==> src/rtl/writeback_regfile.sv <==
// Write-back stage and architectural register file of the SEQ Y86-64 core.
// Also holds the sticky halt flag and the retired-instruction counter.
module writeback_regfile #(
    parameter int               WIDTH   = 64,
    parameter int               NREG    = 15,
    parameter int               SP_IDX  = 14,
    parameter logic [WIDTH-1:0] SP_INIT = '0
) (
    input  logic                  clk,
    input  logic                  reset,
    input  logic                  wb_valid,
    input  logic [3:0]            icode,
    input  logic                  cnd,
    input  logic [3:0]            rA,
    input  logic [3:0]            rB,
    input  logic [WIDTH-1:0]      valE,
    input  logic [WIDTH-1:0]      valM,
    output logic [NREG*WIDTH-1:0] reg_flat,
    output logic                  halted,
    output logic [63:0]           retired
);

    localparam logic [3:0] RNONE = 4'hF;
    localparam logic [3:0] SP    = 4'(SP_IDX);

    logic [WIDTH-1:0] regs [NREG];
    logic [3:0]       dste;
    logic [3:0]       dstm;
    logic             commit;

    assign commit = wb_valid && !halted;

    always_comb begin
        dste = RNONE;
        if (wb_valid) begin
            unique case (1'b1)
                (icode == 4'h2):
                    dste = cnd ? rB : RNONE;
                (icode == 4'h3),
                (icode == 4'h6):
                    dste = rB;
                (icode >= 4'h8 && icode <= 4'hB):
                    dste = SP;
                default:
                    dste = RNONE;
            endcase
        end
    end

    always_comb begin
        dstm = RNONE;
        if (wb_valid && (icode == 4'h5 || icode == 4'hB))
            dstm = rA;
    end

    // valM is checked first so popq %rsp keeps the popped value
    always_ff @(posedge clk) begin
        if (reset) begin
            for (int i = 0; i < NREG; i++)
                regs[i] <= (i == SP_IDX) ? SP_INIT : '0;
            halted  <= 1'b0;
            retired <= '0;
        end else if (commit) begin
            retired <= retired + 64'd1;
            if (icode == 4'h0)
                halted <= 1'b1;
            for (int i = 0; i < NREG; i++) begin
                if (dstm == 4'(i))
                    regs[i] <= valM;
                else if (dste == 4'(i))
                    regs[i] <= valE;
            end
        end
    end

    for (genvar g = 0; g < NREG; g++) begin : g_flat
        assign reg_flat[g*WIDTH +: WIDTH] = regs[g];
    end

endmodule

==> config.mk <==
export PLATFORM = sky130hd
export DESIGN_NAME = writeback_regfile
export DESIGN_NICKNAME = d
export VERILOG_FILES = /design/src/rtl/writeback_regfile.sv
export SDC_FILE = /design/constraint.sdc
export NUM_CORES = 2
export LEC_CHECK = 0
export BUFFER_PORTS_ARGS = -buffer_cell sky130_fd_sc_hd__clkbuf_2
export CAP_MARGIN = 25
export CORE_AREA = 8 8 454 456
export CTS_BUF_LIST = sky130_fd_sc_hd__clkbuf_2 sky130_fd_sc_hd__clkbuf_4 sky130_fd_sc_hd__clkbuf_8
export DETAILED_ROUTE_END_ITERATION = 10
export DIE_AREA = 0 0 462 464
export SYNTH_ARGS = -nofsm -noshare
export SYNTH_HDL_FRONTEND = slang
export SYNTH_SLANG_ARGS = --single-unit
export TNS_END_PERCENT = 1
==> constraint.sdc <==
create_clock -name clk -period 10.7 [get_ports clk]
set_input_delay 0.535 -clock clk [delete_from_list [all_inputs] [get_ports clk]]
set_output_delay 0.535 -clock clk [all_outputs]
set_load 0.05 [all_outputs]
==> results.yml <==
run_status:
  outcome: "completed"
sta:
  setup_tns_ns: 0
  clock_skew_ns: 0.0597
  fin_ws_ns: 6.42
  worst_pin_slew_ns: 1.18
  setup_viol: 0
  max_freq_ghz: 0.234
  period_share_pct: 40.0
  slew_viol_final: 0
  finalHoldViolCount: 0
  slew_headroom_pct: 21.6
  rsz0062_at_grt: "no"
  fin_crit_ns: 4.28
yosys:
  synth-edff-count: 960
  ys_seq_elements: 1025
  ys_seq_area_share_pct: 68.8
  synth_area_leaders: "edfxtp_1, a22o_1, dfxtp_1"
  yosys_warnings: 0
  synthDistinctLibCells: 66
  synth_area_leader_cell: "edfxtp_1"
  syn_area_per_cell_um2: 13.6
  ys.flop_type: "edfxtp_1"
  synthArstFlopShare_pct: 0
  synth_area_um2: 43800
  ys_top_cells_by_count: "edfxtp_1, a22o_1, clkbuf_1"
  yosysMostFrequentCell: "edfxtp_1"
  synth_nets: 3371
  synth_top_area_share_pct: 65.8
  synthCells: 3226
global_routing:
  grt_pass1_vias: 36627
  grt_overflow: 0
  grt_use_total_pct: 23.5
  antenna_found_initial: 33
  grt_max_degree: 65
  grt_pass1_wl_um: 346000
clock_network:
  post-cts-setup-buffers: 0
  cts_tree: "done"
  clkLatencyLatePin_ns: 0.96
  cts.sinks: 1025
  cts-root-buf: "clkbuf_8"
  path_clk_slew_ns: 0.06
  numCtsBuffers: 184
  cts_buffer_depth: 3
  cts.htree.levels: 4
setup_path:
  critPathKind: "input pin to flop"
  critical-path-max-stage-delay_ns: 0.79
  worst_path_max_delay_cell: "nor2_4"
  worstPathRequired_ns: 11.25
  cp.arrival_ns: 4.83
  cp_top_family: "simple AND/OR/NAND/NOR gates"
  path_cells: "dlygate4sd3_1, clkbuf_2, nand2b_1, nor3_1, nand3_1, nor2_4, or3_4, buf_4"
  critPathBufInv: 3
  endpoint_kind: "flop"
  start_kind: "input pin"
  cp_max_fo: 42
final_layout:
  post-route-util_pct: 28.3
  drive_above_1_share_pct: 37.7
  final_nets: 4416
  finalNonFillerCells: 7097
  area_growth_pct: 28.5
  fillers: 20535
placement:
  pre_cts_slack_ns: 5.90
  place_inst: 6736
  hpwl_um: 187000
  port_buffers: 1168
  gp_congestion: 0.860
floorplanning:
  die_y_um: 464
  rows: 164
  die_area_um2: 214000
  start_util_pct: 22.1
  fp.coreArea_um2: 199000
  die_w_um: 462
  pin_count: 1169
route:
  viasPerCell: 5.38
  routed_wl_um: 267000
  drt_iter0_drc: 5450
  antenna_left: 0
  vias: 38157
  drtPass1Iterations: 8
  drc: 0
  wl_per_cell_um: 37.7
power:
  p_leak_uw: 0.0210
  power_density_nw_per_um2: 186
  peakVddDrop_mv: 0.130
worst_hold_path:
  hold_class: "input pin to flop"
job:
  max_cap_viol_count: 0
==> where the power goes <==
part / switching, uW / leakage (uW) / internal, uW
Combinational: 1520 / 0.00930 / 249
Clock: 1850 / 0.00197 / 2080
Sequential: 130 / 0.00970 / 4640
==> layout by cell type (no fill, tap or decap), types with 50 or more instances in the layout <==
| cell type | count |
|---|---|
| clkbuf_8 | 188 |
| buf_4 | 87 |
| nor2_1 | 240 |
| o22ai_1 | 192 |
| edfxtp_1 | 960 |
| nand2_1 | 224 |
| a22o_1 | 512 |
| a21oi_1 | 99 |
| nor2b_1 | 67 |
| dfxtp_1 | 65 |
| clkbuf_2 | 1167 |
| clkinv_1 | 50 |
| o2bb2ai_1 | 128 |
| o221a_2 | 59 |
==> registers in the layout, summed over array words and instances (netlist names) <==
signal,count
regs,960
halted,1
retired,64
==> area by class of cell <==
cell class	instances	area [um2]	share of cell area, %
flip-flops and latches	1025	30100	53.5
multi-input cells	1788	12300	21.9
repair buffers	1263	6650	11.8
well taps	2656	3320	5.90
clock buffers	234	2930	5.21
clock inverters	103	833	1.48
diodes	19	47.5	0.0844
inverters	9	36.3	0.0644
==> layer usage <==
metal	part of all wire [%]	wire [um]	vias up	global-route usage, %
met5	0.019	50	-	0
met4	5.7	15400	8	11.8
met3	13	33800	675	8.72
met2	44	118000	3420	36.5
met1	37	99900	19168	28.7
li1	-	-	14886	-
==> repair_timing <==
item                      4_1_cts  5_1_grt
hold buffers                    4        0
resized for setup               0        0
hold endpoints to repair       37        0
==> cell families after synthesis <==
logic type	synth area share, %
AO/OA/AOI/OAI	19.2
XOR/XNOR	0.600
adder cells (fa/ha/maj)	0.0286
buffers and inverters	3.71
flip-flops	68.8
multiplexers	0.0257
AND/OR/NAND/NOR	7.67
==> per-stage QoR <==
step	cell area (um2)	power [uW]	hold WS (ns)
floorplan	43800	5930	0.696
global placement	52300	6620	0.463
detailed placement	52400	6630	0.477
CTS	56200	10600	0.0302
global route	56300	10800	0.135
finish	56300	10500	0.232
==> worst paths after layout <==
path,startpoint,end,slack (ns),cells past startpoint
min,valM[53],regs[1][245],0.23,4
min reg2reg,retired[63],retired[63],0.49,2
max,wb_valid,regs[0][382],6.42,8
max reg2reg,halted,regs[0][382],6.43,6
==> worst reg2reg max path: stages, from the launching register on <==
cell      delay (ns)
dfxtp_1         0.38
nand2b_1        0.50
nor3_1          0.39
nand3_1         0.46
nor2_4          0.79
or3_4           0.53
buf_4           0.71
Power figures use the tool's default switching activity.
